==> config.mk <==
export PLATFORM = sky130hd
export DESIGN_NAME = lap_stopwatch
export DESIGN_NICKNAME = d
export VERILOG_FILES = /design/src/rtl/lap_stopwatch_pkg.sv /design/src/rtl/lap_stopwatch_lap_fifo.sv /design/src/rtl/lap_stopwatch.sv
export SDC_FILE = /design/constraint.sdc
export NUM_CORES = 1
export LEC_CHECK = 0
export ABC_AREA = 1
export BUFFER_PORTS_ARGS = -buffer_cell sky130_fd_sc_hd__clkbuf_2
export CORE_MARGIN = 3
export CORE_UTILIZATION = 45
export DETAILED_ROUTE_END_ITERATION = 6
export RECOVER_POWER = 25
export SYNTH_ARGS = -nofsm -noshare
export SYNTH_HDL_FRONTEND = slang
export SYNTH_HIERARCHICAL = 1
export SYNTH_SLANG_ARGS = --single-unit
==> constraint.sdc <==
create_clock -name clk -period 2 [get_ports clk]
set_input_delay 0.1 -clock clk [delete_from_list [all_inputs] [get_ports clk]]
set_output_delay 0.1 -clock clk [all_outputs]
set_load 0.01 [all_outputs]
==> src/rtl/lap_stopwatch_pkg.sv <==
// Shared types and BCD helper for the lap stopwatch.
// Defining HOURS_EN adds hour digits to the time record, which widens lap entries to 24 bits.
package stopwatch_pkg;

    typedef logic [3:0] bcd_t;

    typedef struct packed {
`ifdef HOURS_EN
        bcd_t hr_tens;
        bcd_t hr_ones;
`endif
        bcd_t min_tens;
        bcd_t min_ones;
        bcd_t sec_tens;
        bcd_t sec_ones;
    } time_bcd_t;

    typedef struct packed {
        logic carry;
        bcd_t digit;
    } bcd_step_t;

    localparam int LAP_W = $bits(time_bcd_t);

    // Advance one BCD digit. When the digit already sits at 'last', it wraps to 0 and carries.
    function automatic bcd_step_t bcd_inc(input bcd_t d, input bcd_t last);
        bcd_step_t r;
        if (d >= last) begin
            r.carry = 1'b1;
            r.digit = '0;
        end else begin
            r.carry = 1'b0;
            r.digit = d + 4'd1;
        end
        return r;
    endfunction

endpackage

==> src/rtl/lap_stopwatch_lap_fifo.sv <==
// Show-ahead FIFO for lap entries. The head is presented combinationally and reads as zero when the FIFO is empty.
// A flush empties the FIFO and takes precedence over push and pop in the same cycle.
module lap_fifo #(
    parameter int DEPTH = 4,
    parameter int WIDTH = 16
) (
    input  logic                     clk,
    input  logic                     rst_n,
    input  logic                     flush_i,
    input  logic                     push_i,
    input  logic                     pop_i,
    input  logic [WIDTH-1:0]         data_i,
    output logic [WIDTH-1:0]         head_o,
    output logic                     full_o,
    output logic                     empty_o,
    output logic [$clog2(DEPTH):0]   count_o
);

    localparam int AW = $clog2(DEPTH);
    localparam int CW = AW + 1;

    logic [WIDTH-1:0] mem_q [DEPTH];
    logic [AW-1:0]    wr_ptr_q, wr_ptr_d;
    logic [AW-1:0]    rd_ptr_q, rd_ptr_d;
    logic [CW-1:0]    count_q, count_d;
    logic             push_ok, pop_ok;

    assign full_o  = (count_q == CW'(DEPTH));
    assign empty_o = (count_q == '0);

    // A push into a full FIFO is accepted only if a pop frees the slot in the same cycle.
    assign push_ok = push_i & (~full_o | pop_i);
    assign pop_ok  = pop_i & ~empty_o;

    always_comb begin
        wr_ptr_d = wr_ptr_q;
        rd_ptr_d = rd_ptr_q;
        count_d  = count_q;
        if (flush_i) begin
            wr_ptr_d = '0;
            rd_ptr_d = '0;
            count_d  = '0;
        end else begin
            if (push_ok) wr_ptr_d = wr_ptr_q + AW'(1);
            if (pop_ok)  rd_ptr_d = rd_ptr_q + AW'(1);
            case ({push_ok, pop_ok})
                2'b10:   count_d = count_q + CW'(1);
                2'b01:   count_d = count_q - CW'(1);
                default: count_d = count_q;
            endcase
        end
    end

    always_ff @(posedge clk or negedge rst_n) begin
        if (!rst_n) begin
            wr_ptr_q <= '0;
            rd_ptr_q <= '0;
            count_q  <= '0;
            for (int i = 0; i < DEPTH; i++) mem_q[i] <= '0;
        end else begin
            wr_ptr_q <= wr_ptr_d;
            rd_ptr_q <= rd_ptr_d;
            count_q  <= count_d;
            if (push_ok && !flush_i) mem_q[wr_ptr_q] <= data_i;
        end
    end

    assign head_o  = empty_o ? '0 : mem_q[rd_ptr_q];
    assign count_o = count_q;

endmodule

==> src/rtl/lap_stopwatch.sv <==
// Stopwatch that counts MM:SS in BCD, with start/stop/clear/lap command decode and a lap FIFO.
// Defining HOURS_EN adds HH digits and moves the wrap point to 23:59:59.
module lap_stopwatch
    import stopwatch_pkg::*;
#(
    parameter int TICK_DIV  = 50_000_000,
    parameter int LAP_DEPTH = 4
) (
    input  logic                         clk,
    input  logic                         rst_n,
    input  logic                         enable,
    input  logic                         cmd_start,
    input  logic                         cmd_stop,
    input  logic                         cmd_clear,
    input  logic                         cmd_lap,
    input  logic                         lap_rd,
    output logic                         running,
`ifdef HOURS_EN
    output logic [3:0]                   hr_tens,
    output logic [3:0]                   hr_ones,
`endif
    output logic [3:0]                   min_tens,
    output logic [3:0]                   min_ones,
    output logic [3:0]                   sec_tens,
    output logic [3:0]                   sec_ones,
    output logic                         lap_valid,
    output logic [LAP_W-1:0]             lap_time,
    output logic [$clog2(LAP_DEPTH):0]   lap_count,
    output logic                         lap_ovf,
    output logic                         wrapped
);

    localparam int            PW         = $clog2(TICK_DIV);
    localparam logic [PW-1:0] PRESC_LAST = PW'(TICK_DIV - 1);

    logic          running_q, running_d;
    logic [PW-1:0] presc_q, presc_d;
    time_bcd_t     time_q, time_d, time_inc;
    logic          wrapped_q, wrapped_d;
    logic          lap_ovf_q, lap_ovf_d;

    logic do_clear, do_push, do_pop, counting, tick;
    logic min_carry, wrap_carry;
    logic fifo_full, fifo_empty;
    bcd_step_t st0, st1, st2, st3;
`ifdef HOURS_EN
    bcd_step_t st4;
`endif

    // When enable is low, every command and lap_rd is ignored. Clear also blocks push and pop.
    assign do_clear = enable & cmd_clear;
    assign do_push  = enable & cmd_lap & ~cmd_clear;
    assign do_pop   = enable & lap_rd & ~cmd_clear;
    assign counting = running_q & enable;
    assign tick     = counting & (presc_q == PRESC_LAST);

    always_comb begin
        time_inc   = time_q;
        min_carry  = 1'b0;
        wrap_carry = 1'b0;
        st0 = bcd_inc(time_q.sec_ones, 4'd9);
        st1 = bcd_inc(time_q.sec_tens, 4'd5);
        st2 = bcd_inc(time_q.min_ones, 4'd9);
        st3 = bcd_inc(time_q.min_tens, 4'd5);
        time_inc.sec_ones = st0.digit;
        if (st0.carry) begin
            time_inc.sec_tens = st1.digit;
            if (st1.carry) begin
                time_inc.min_ones = st2.digit;
                if (st2.carry) begin
                    time_inc.min_tens = st3.digit;
                    min_carry         = st3.carry;
                end
            end
        end
`ifdef HOURS_EN
        st4 = bcd_inc(time_q.hr_ones, 4'd9);
        // Hours roll over from 23 straight to 00 rather than running up to 29.
        if (min_carry) begin
            if (time_q.hr_tens == 4'd2 && time_q.hr_ones == 4'd3) begin
                time_inc.hr_tens = '0;
                time_inc.hr_ones = '0;
                wrap_carry       = 1'b1;
            end else begin
                time_inc.hr_ones = st4.digit;
                if (st4.carry) time_inc.hr_tens = time_q.hr_tens + 4'd1;
            end
        end
`else
        wrap_carry = min_carry;
`endif
    end

    always_comb begin
        running_d = running_q;
        presc_d   = presc_q;
        time_d    = time_q;
        wrapped_d = wrapped_q;
        lap_ovf_d = lap_ovf_q;
        if (enable) begin
            if (cmd_stop)       running_d = 1'b0;
            else if (cmd_start) running_d = 1'b1;
        end
        if (counting) presc_d = tick ? '0 : presc_q + PW'(1);
        if (tick) begin
            time_d = time_inc;
            if (wrap_carry) wrapped_d = 1'b1;
        end
        if (do_push && fifo_full && !do_pop) lap_ovf_d = 1'b1;
        // Clear wins over the other updates but leaves running to the stop/start decode.
        if (do_clear) begin
            presc_d   = '0;
            time_d    = '0;
            wrapped_d = 1'b0;
            lap_ovf_d = 1'b0;
        end
    end

    always_ff @(posedge clk or negedge rst_n) begin
        if (!rst_n) begin
            running_q <= 1'b0;
            presc_q   <= '0;
            time_q    <= '0;
            wrapped_q <= 1'b0;
            lap_ovf_q <= 1'b0;
        end else begin
            running_q <= running_d;
            presc_q   <= presc_d;
            time_q    <= time_d;
            wrapped_q <= wrapped_d;
            lap_ovf_q <= lap_ovf_d;
        end
    end

    lap_fifo #(
        .DEPTH (LAP_DEPTH),
        .WIDTH (LAP_W)
    ) u_lap_fifo (
        .clk     (clk),
        .rst_n   (rst_n),
        .flush_i (do_clear),
        .push_i  (do_push),
        .pop_i   (do_pop),
        .data_i  (time_q),
        .head_o  (lap_time),
        .full_o  (fifo_full),
        .empty_o (fifo_empty),
        .count_o (lap_count)
    );

    assign lap_valid = ~fifo_empty;
    assign running   = running_q;
`ifdef HOURS_EN
    assign hr_tens   = time_q.hr_tens;
    assign hr_ones   = time_q.hr_ones;
`endif
    assign min_tens  = time_q.min_tens;
    assign min_ones  = time_q.min_ones;
    assign sec_tens  = time_q.sec_tens;
    assign sec_ones  = time_q.sec_ones;
    assign lap_ovf   = lap_ovf_q;
    assign wrapped   = wrapped_q;

endmodule
# ---- Word-level counts from Yosys, hierarchy flattened
# Index checks and enable logic that the tools add are counted.
dict set report totals {
  word_cells 108
  mem_bits_ro 0
  regBits 116
  n_memories 0
  latch_bits 0
  mem_bits_rw 0
}
dict set report classes {
  n_lt_le_gt_ge 7
  reduce_logical 23
  div 0
  add_sub_neg 9
  n_eq_ne 4
  shift 0
  n_bitwise 15
  mux 35
  multipliers 0
}
# op count
set op_table {}
lappend op_table {{16-bit two-way mux} 6}
lappend op_table {{26-bit two-way mux} 3}
lappend op_table {{64-bit bitwise mux} 1}
lappend op_table {{16-bit binary-select mux with 2-bit select} 1}
lappend op_table {{16-bit demux with 2-bit select} 1}
lappend op_table {{26-bit by 1-bit adder with 26-bit output, second input constant} 1}
lappend op_table {{26-bit equality test, second input constant} 1}
lappend op_table {{5-bit two-way mux} 4}
lappend op_table {{2-bit nonzero test} 10}
lappend op_table {{4-bit by 1-bit adder with 4-bit output, second input constant} 4}
lappend op_table {{12-bit two-way mux} 1}
lappend op_table {{1-bit two-way mux} 10}
lappend op_table {{1-bit AND} 9}
lappend op_table {{4-bit by 3-bit greater-or-equal comparator with 1-bit output, second input constant} 2}
lappend op_table {{4-bit greater-or-equal comparator, second input constant} 2}
lappend op_table {{2-bit two-way mux} 4}
lappend op_table {{8-bit two-way mux} 1}
lappend op_table {{3-bit greater-or-equal comparator, second input constant} 2}
lappend op_table {{2-bit NOT with 3-bit output} 2}
lappend op_table {{3-bit one-hot mux with 2 select lines} 1}
lappend op_table {{2-bit AND reduction} 3}
lappend op_table {{2-bit by 1-bit adder with 2-bit output, second input constant} 2}
lappend op_table {{1-bit logical AND} 4}
lappend op_table {{4-bit two-way mux} 1}
lappend op_table {{14 further kinds} 17}

# ---- Logic depth before layout (Yosys ltp)
# Gate-level depths: netlist of the first run.
dict set report depth {
  ltp_word 8
  ltp_mapped 13
  depth_no_buf 13
}

# ---- By module
# Netlist of the first run, hierarchy kept.
# mod instances area_per_inst_um2 cells_each
set modules_own_cells {}
lappend modules_own_cells {lap_fifo 1 3582.2 427}
lappend modules_own_cells {lap_stopwatch 1 2786.4 387}

# ---- Worst setup path before layout of the first run
# OpenSTA, ideal clock, no wires.
dict set report synth_path {
  kind {reg-to-reg}
  startpoint {register u_lap_fifo.count_q[1] (netlist: u_lap_fifo/count_o[1])}
  endpoint {register u_lap_fifo.count_q[2] (netlist: u_lap_fifo/count_o[2])}
  stages_incl_launch_ff 12
  t_required_ns 1.883
  setup_ns 0.117
  setup_slack_ns 0.104
  arrival_time_ns 1.779
  path_buffers 0
  path_cell_list {dfrtp_1 nor2_2 nand2_1 nand3_1 inv_1 fa_1 xnor2_1 inv_1 nand2_1 nand2_1 nand3_1 nand2_1}
}
dict set report synth_between {
  elab_chain_len 7
}
# element line
set synth_rtl {}
lappend synth_rtl {{from (decl)} lap_stopwatch_lap_fifo.sv:25} ;# logic [CW-1:0] count_q, count_d;
lappend synth_rtl {{from (signal assigned)} lap_stopwatch_lap_fifo.sv:63} ;# count_q <= count_d;
lappend synth_rtl {{3-bit equality test} lap_stopwatch_lap_fifo.sv:28} ;# assign full_o = (count_q == CW'(DEPTH));
lappend synth_rtl {{1-bit NOT} lap_stopwatch_lap_fifo.sv:32} ;# assign push_ok = push_i & (~full_o | pop_i);
lappend synth_rtl {{1-bit bitwise OR} lap_stopwatch_lap_fifo.sv:32}
lappend synth_rtl {{1-bit AND} lap_stopwatch_lap_fifo.sv:32}
lappend synth_rtl {{2-bit by 1-bit equality test with 1-bit output / 2-bit equality test (equally long branches)} lap_stopwatch_lap_fifo.sv:46} ;# case ({push_ok, pop_ok})
lappend synth_rtl {{3-bit one-hot mux with 2 select lines} lap_stopwatch_lap_fifo.sv:46}
lappend synth_rtl {{3-bit two-way mux} lap_stopwatch_lap_fifo.sv:39} ;# if (flush_i) begin
# Parallel ways exist; a longest one is shown, timed or not.
# A chain may end at the register's enable or synchronous reset.

# ---- Final worst setup path of the first run
dict set report layout_path {
  startpoint {register u_lap_fifo.count_q[2] (netlist: u_lap_fifo/count_o[2])}
  endpoint {output lap_time[11]}
}
dict set report layout_between {
  elab_chain_len 2
}
# element line
set layout_rtl {}
lappend layout_rtl {{3-bit zero test} lap_stopwatch_lap_fifo.sv:29} ;# assign empty_o = (count_q == '0);
lappend layout_rtl {{net fifo_empty} lap_stopwatch.sv:44} ;# logic fifo_full, fifo_empty;
lappend layout_rtl {{16-bit two-way mux} lap_stopwatch_lap_fifo.sv:68} ;# assign head_o = empty_o ? '0 : mem_q[rd_ptr_q];
lappend layout_rtl {{to (decl)} lap_stopwatch.sv:27} ;# output logic [LAP_W-1:0] lap_time,
# The timed path passes the listed nets, and every way through them passes these cells.

==> results of run 1 <==
[critical path, delay by kind of cell, from the launching register on]
| kind | cells | cell delay (ps) |
|---|---|---|
| flops | 1 | 460 |
| buf+inv | 3 | 530 |
| simple gates | 1 | 140 |
| compound gates | 1 | 250 |
[metal layers]
metal	vias to the layer above	GRT usage (%)	part of all wire (%)
li1	2739	-	-
met1	2685	28.91	46
met2	134	33.72	47
met3	16	5.245	5.0
met4	0	6.378	1.1
met5	-	0	0
[Yosys cell counts]
cell      instances  area share, %
o21ai_0          94            7.4
inv_2             5           0.29
nor3b_1           2           0.24
buf_4             2           0.24
nor3_1           15            1.2
nor2_1           61            3.6
nand4_1          15            1.5
nand2_4           3           0.53
o21bai_1          2           0.24
nand3_1          27            2.1
or2_2             2           0.20
clkbuf_1          8           0.47
buf_2             9           0.71
nand3b_1          1           0.12
xnor2_1           3           0.41
buf_12            1           0.31
nor2_8            3           0.94
and3_1            2           0.20
nand2_2           4           0.39
clkbuf_2          2           0.16
clkinv_1          2           0.12
nor2_2            4           0.39
ha_1             17            3.3
fa_1              1           0.31
nor4_1            1          0.098
nand2_1         211             12
inv_1           100            5.9
xor2_1            7           0.96
a21o_1            1           0.12
a31oi_1           1          0.098
dfrtp_1         116             46
o21ai_2          16            2.2
o21ai_1           8           0.63
nand3_4           3           0.83
buf_6             7            1.2
a21oi_1          58            4.6
[cells by family (layout without fill, tap and decap cells)]
group                    count (synthesis)  in the layout  share of synthesized area [%]
AO/OA/AOI/OAI                          180            180                          15.23
XOR/XNOR                                10             10                          1.375
adder cells (fa/ha/maj)                 18             18                          3.654
buffers and inverters                  136            210                          9.430
flip-flops                             116            116                          45.58
AND/OR/NAND/NOR                        354            354                          24.73
[metrics by stage]
| step | total power [mW] | area, um^2 | cells |
|---|---|---|---|
| finish | 8.195 | 7483 | 1064 |
| global route | 8.658 | 7483 | 1064 |
| CTS | 8.234 | 7480 | 1064 |
| detailed placement | 5.153 | 6850 | 1029 |
| global placement | 5.084 | 6850 | 1029 |
| floorplan | 4.395 | 6369 | 814 |
[where the power goes]
part / internal (mW) / total [mW] / switching [mW]
Sequential: 2.79 / 3.02 / 0.234
Combinational: 0.773 / 2.12 / 1.34
Clock: 1.99 / 3.05 / 1.07
[layout make-up]
cell class	instances	area (um^2)
Sequential cell	116	2907
Timing Repair Buffer	71	485.5
Inverter	107	402.9
Multi-Input combinational cell	562	2870
Fill cell	1287	6075
Clock inverter	9	100.1
Tap cell	176	220.2
Clock buffer	23	498.0
[cells in the final DEF, fill, tap and decap left out, drive strengths merged, types with 2 or more instances in the layout]
cell / Yosys / routed
ha: 17 / 17
nor3: 15 / 15
clkinvlp: 0 / 2
dlygate4sd3: 0 / 3
nand3: 30 / 30
bufinv: 0 / 2
nand2: 218 / 218
nor2: 68 / 68
clkbuf: 10 / 70
o21bai: 2 / 2
dfrtp: 116 / 116
inv: 105 / 106
xor2: 7 / 7
o21ai: 118 / 118
and3: 2 / 2
or2: 2 / 2
buf: 19 / 21
nor3b: 2 / 2
clkinv: 2 / 6
a21oi: 58 / 58
xnor2: 3 / 3
nand4: 15 / 15
[sequential cells by signal, summed over array words and instances (netlist names), 2 cells and up]
register and count:
min_tens 4, u_lap_fifo/count_o 3, u_lap_fifo/wr_ptr_q 2, presc_q 26, u_lap_fifo/mem_q 64, u_lap_fifo/rd_ptr_q 2, sec_tens 4, min_ones 4
sec_ones 4
[repair_timing]
| action | 4_1_cts | 5_1_grt |
|---|---|---|
| resized for setup | 1 | 6 |
| pin swaps | 0 | 0 |
| endpoints found under the hold margin | 41 | 0 |
| hold buffers | 3 | 0 |
| endpoints found under the setup margin | 16 | 8 |
| buffers inserted | 0 | 0 |
[how the worst min path moves through the flow]
stage,start,endpoint,slack [ps],cells after the start
2_1_floorplan,rst_n,lap_ovf$_DFFE_PN0P_,-200,0
3_3_place_gp,rst_n,u_lap_fifo/mem_q[34]$_DFFE_PN0P_,140,1
3_5_place_dp,rst_n,u_lap_fifo/mem_q[34]$_DFFE_PN0P_,150,1
4_1_cts,cmd_start,running$_DFFE_PN0P_,10,4
5_1_grt,cmd_start,running$_DFFE_PN0P_,40,4
6_report,cmd_start,running$_DFFE_PN0P_,30,4
==> results.json, run 1 <==
{
  "status": "finished clean",
  "worstPathMaxFanout": 17,
  "grt_max_degree": 44,
  "grt_pass1_vias": 5402,
  "r2r_start": "u_lap_fifo/count_o[2]$_DFFE_PN0P_",
  "vias": 5574,
  "period_needed_ps": 1890,
  "ys_seq_area_share_pct": 45.58,
  "grt_overflow": 0,
  "worstSetupStartpointType": "register",
  "maxCapViolCount": 0,
  "placement.io_buffers": 46,
  "tightest_slew_ps": 1152,
  "fin_hold_ws_ps": 27.43,
  "die_height_um": 125.0,
  "worstHoldPathType": "primary input to register",
  "cts-root-buf": "clkbuf_16",
  "grt_pass1_wl_um": 27000,
  "synth.distinct_cells": 36,
  "yosys_warnings": 6,
  "drc": 0,
  "drive_above_1_share_pct": 16.33,
  "slew_violations": 0,
  "synth_seq_cells": 116,
  "viasPerCell": 5.239,
  "skew_ps": 9.863,
  "postLayoutCoreUtil_pct": 55.20,
  "start_util_pct": 46.97,
  "drtPass1Iterations": 6,
  "ff2ff_path_depth": 11,
  "nets": 901,
  "end_kind": "output pin",
  "rsz0062_at_grt": "no",
  "syn_area_um2": 6369,
  "antenna_found_initial": 0,
  "r2r-end": "u_lap_fifo/count_o[2]$_DFFE_PN0P_",
  "layout_worst_path_cycle_share_pct": 94.49,
  "globalplace.congestion": 0.8860,
  "crit_end": "lap_time[11]",
  "vdd_drop_max_mv": 0.6534,
  "cts_tree": "built",
  "setup_viol": 0,
  "clock_latency_ps": 420,
  "syn-num-nets": 840,
  "clkTransAtPathRegs_ps": 50,
  "crit_path_start": "u_lap_fifo/count_o[2]$_DFFE_PN0P_",
  "cts_inserted_buffers": 17,
  "first_iter_violations": 520,
  "htreeDepth": 4,
  "synth_cells": 814,
  "hpwl_um": 10910,
  "io_pins": 47,
  "worst-r2r-setup-slack_ps": 160,
  "avgSynthCellArea_um2": 7.824,
  "coreArea_um2": 13560,
  "relSlewSlack_pct": 23.21,
  "die-area_um2": 15620,
  "total_leakage_power_nw": 3.729,
  "grtUsageTotal_pct": 21.21,
  "cp_slowest_cell": "dfrtp_1",
  "fmax_mhz": 529.1,
  "area_delta_synth_final_pct": 17.50,
  "hold_viol": 0,
  "drtAntennaViolNets": 0,
  "crit_chain": "inv_1 -> nand2_1 -> clkinv_2 -> a21oi_1 -> clkbuf_2",
  "clkSinkCount": 116,
  "clock_path_buffers": 2,
  "avgRoutedWirePerCell_um": 14.98,
  "timing.final.ws_setup_ps": 110.2,
  "required_ps": 1900,
  "max_stage_delay_ps": 460,
  "power.density_nw_per_um2": 1095,
  "finalWirelength_um": 15940,
  "path_class": "register to output pin",
  "fp.dieW_um": 125.0,
  "crit_arrival_ps": 1790,
  "diodes": 0,
  "dp_slack_ps": 137.7,
  "num_rows": 42,
  "finalSetupTns_ps": 0
}
Note: power is estimated with default switching activity, not from simulation.
==> inputs of run 2 (changes only) <==
- clock period: 2 -> 1.94 ns (I/O delays scaled with it)
==> run 2 against run 1 <==
Net effect:
- largest cell class unchanged
- clock skew down 2.3 ps
- worst hold slack worse by 7.3 ps
- combinational power up 8%
- sequential power up 2%
- cell count up 0.56%
- via count down 2.4%
- global-route usage down 0.80 points
- core utilization down 0.22 points
- clock power down 9.2%
- register-to-register slack worse by 20 ps
- routed wire length down 4.5%
- clock-buffer cell count down 1
- critical endpoint is now lap_time[12]
==> results.json, run 2 (synthesis results as in run 1) <==
{
  "clkSinkCount": 116,
  "grt_overflow": 0,
  "num_rows": 42,
  "maxCapViolCount": 0,
  "area_delta_synth_final_pct": 17.03,
  "end_kind": "output pin",
  "cp_common_cell": "buf_6",
  "finalSetupTns_ps": 0,
  "place_area_um2": 6890,
  "crit_chain": "buf_6 -> inv_1 -> buf_6 -> o21ai_0 -> a21oi_1 -> clkbuf_2",
  "power.density_nw_per_um2": 1093,
  "period_needed_ps": 1834,
  "top_regs": "u_lap_fifo/mem_q x64, presc_q x26",
  "fp.dieW_um": 125.0,
  "viasPerCell": 5.086,
  "hpwl_um": 10670,
  "hold-path-cell-count": 4,
  "total_power_mw": 8.143,
  "cts-root-buf": "clkbuf_16",
  "max_stage_delay_ps": 380,
  "drc": 0,
  "htreeDepth": 4,
  "hp-start": "lap_rd",
  "diodes": 0,
  "path_class": "register to output pin",
  "drtPass1Iterations": 5,
  "required_ps": 1840,
  "tightest_slew_ps": 802.1,
  "r2r-end": "u_lap_fifo/count_o[2]$_DFFE_PN0P_",
  "fin_cells": 1070,
  "clock_path_buffers": 2,
  "die-area_um2": 15620,
  "total_leakage_power_nw": 3.736,
  "cts_inserted_buffers": 17,
  "finalWirelength_um": 15230,
  "worstSetupStartpointType": "register",
  "skew_ps": 7.547,
  "cp_slowest_cell": "dfrtp_1",
  "worstHoldPathType": "primary input to register",
  "crit_arrival_ps": 1740,
  "r2r_start": "u_lap_fifo/count_o[1]$_DFFE_PN0P_",
  "vias": 5442,
  "nets": 910,
  "drtAntennaViolNets": 0,
  "first_iter_violations": 408,
  "final_cell_mix": "nand2_1, dfrtp_1, inv_1",
  "worstPathMaxFanout": 21,
  "worst-r2r-setup-slack_ps": 140,
  "status": "finished clean",
  "setup_viol": 0,
  "slew_violations": 0,
  "seq_area_um2": 2904,
  "relSlewSlack_pct": 46.53,
  "clkTransAtPathRegs_ps": 50,
  "final_area_um2": 7453,
  "grtUsageTotal_pct": 20.40,
  "globalplace.congestion": 0.8741,
  "ff2ff_path_depth": 11,
  "layout_commonest_cell": "nand2_1",
  "grt_pass1_vias": 5239,
  "fill_cells": 1281,
  "die_height_um": 125.0,
  "dp.cells": 1036,
  "clock_latency_ps": 410,
  "start_util_pct": 46.97,
  "cts_tree": "built",
  "avgRoutedWirePerCell_um": 14.23,
  "vdd_drop_max_mv": 0.5592,
  "drive_above_1_share_pct": 16.33,
  "largest_reg_flops": 64,
  "multi_input_area_um2": 2878,
  "io_pins": 47,
  "coreArea_um2": 13560,
  "antenna_found_initial": 0,
  "placement.io_buffers": 46,
  "fmax_mhz": 545.4,
  "hold_viol": 0,
  "largest-register": "u_lap_fifo/mem_q",
  "min_to": "lap_ovf$_DFFE_PN0P_",
  "grt_pass1_wl_um": 26030,
  "grt_max_degree": 53,
  "layout_worst_path_cycle_share_pct": 94.51
}
-- run 2: cell types whose count changed in the layout (fill, tap and decap cells not counted), sizes merged --
cell,before,now
buf,21,32
bufinv,2,1
clkbuf,70,68
clkinv,6,8
clkinvlp,2,0
dlygate4sd3,3,2
inv,106,105
-- run 2: how the worst max path moves through the flow --
stage / startpoint / endpoint / cells past startpoint
after floorplan: u_lap_fifo/count_o[1]$_DFFE_PN0P_ / u_lap_fifo/count_o[2]$_DFFE_PN0P_ / 11
after global placement: u_lap_fifo/count_o[1]$_DFFE_PN0P_ / u_lap_fifo/count_o[2]$_DFFE_PN0P_ / 11
after detailed placement: u_lap_fifo/count_o[1]$_DFFE_PN0P_ / u_lap_fifo/count_o[2]$_DFFE_PN0P_ / 11
after CTS: u_lap_fifo/rd_ptr_q[0]$_DFFE_PN0P_ / lap_time[12] / 6
after global routing: u_lap_fifo/count_o[1]$_DFFE_PN0P_ / u_lap_fifo/count_o[2]$_DFFE_PN0P_ / 11
final: u_lap_fifo/rd_ptr_q[0]$_DFFE_PN0P_ / lap_time[12] / 6
-- run 2: layout make-up --
| cell class | count | share of cell area [%] |
|---|---|---|
| clock buffer | 22 | 6.094 |
| tap | 176 | 2.955 |
| multi-input combinational | 562 | 38.61 |
| inverter | 107 | 5.389 |
| sequential | 116 | 38.96 |
| timing repair buffer | 80 | 7.185 |
| clock inverter | 7 | 0.8058 |
-- run 2: through the flow --
stage / utilization [%] / hold WS [ps] / setup WS [ps]
CTS: 54.96 / 3.167 / 53.96
detailed placement: 50.82 / 70.03 / 102.0
finish: 54.97 / 20.11 / 106.4
global placement: 50.82 / 65.70 / 170.4
global route: 54.97 / 43.90 / -12.88
floorplan: - / -198.6 / 43.66
-- run 2: where the power goes --
group / internal [mW] / switching, mW
Clock: 1.75 / 1.02
Combinational: 0.874 / 1.43
Sequential: 2.88 / 0.190
-- run 2: timing repair --
action                                 4_1_cts  5_1_grt
endpoints found under the hold margin       29        0
buffers inserted                             3        0
resized for setup                            2        4
pin swaps                                    1        1
hold buffers                                 2        0
setup endpoints to repair                   14        3
-- run 2: per-layer routing --
layer  vias to the layer above  routed length (um)  GRT usage (%)
met1                      2569                7353          28.43
li1                       2753                   -              -
met5                         -                   0              0
met2                       107                7084          31.57
met3                        13                 662          5.032
met4                         0                 124          6.441
-- run 2: critical path: cells and delay by family, from the launching register on --
family,cells,cell delay [ps]
flip-flops,1,380
buffers and inverters,4,560
AO/OA/AOI/OAI,2,370
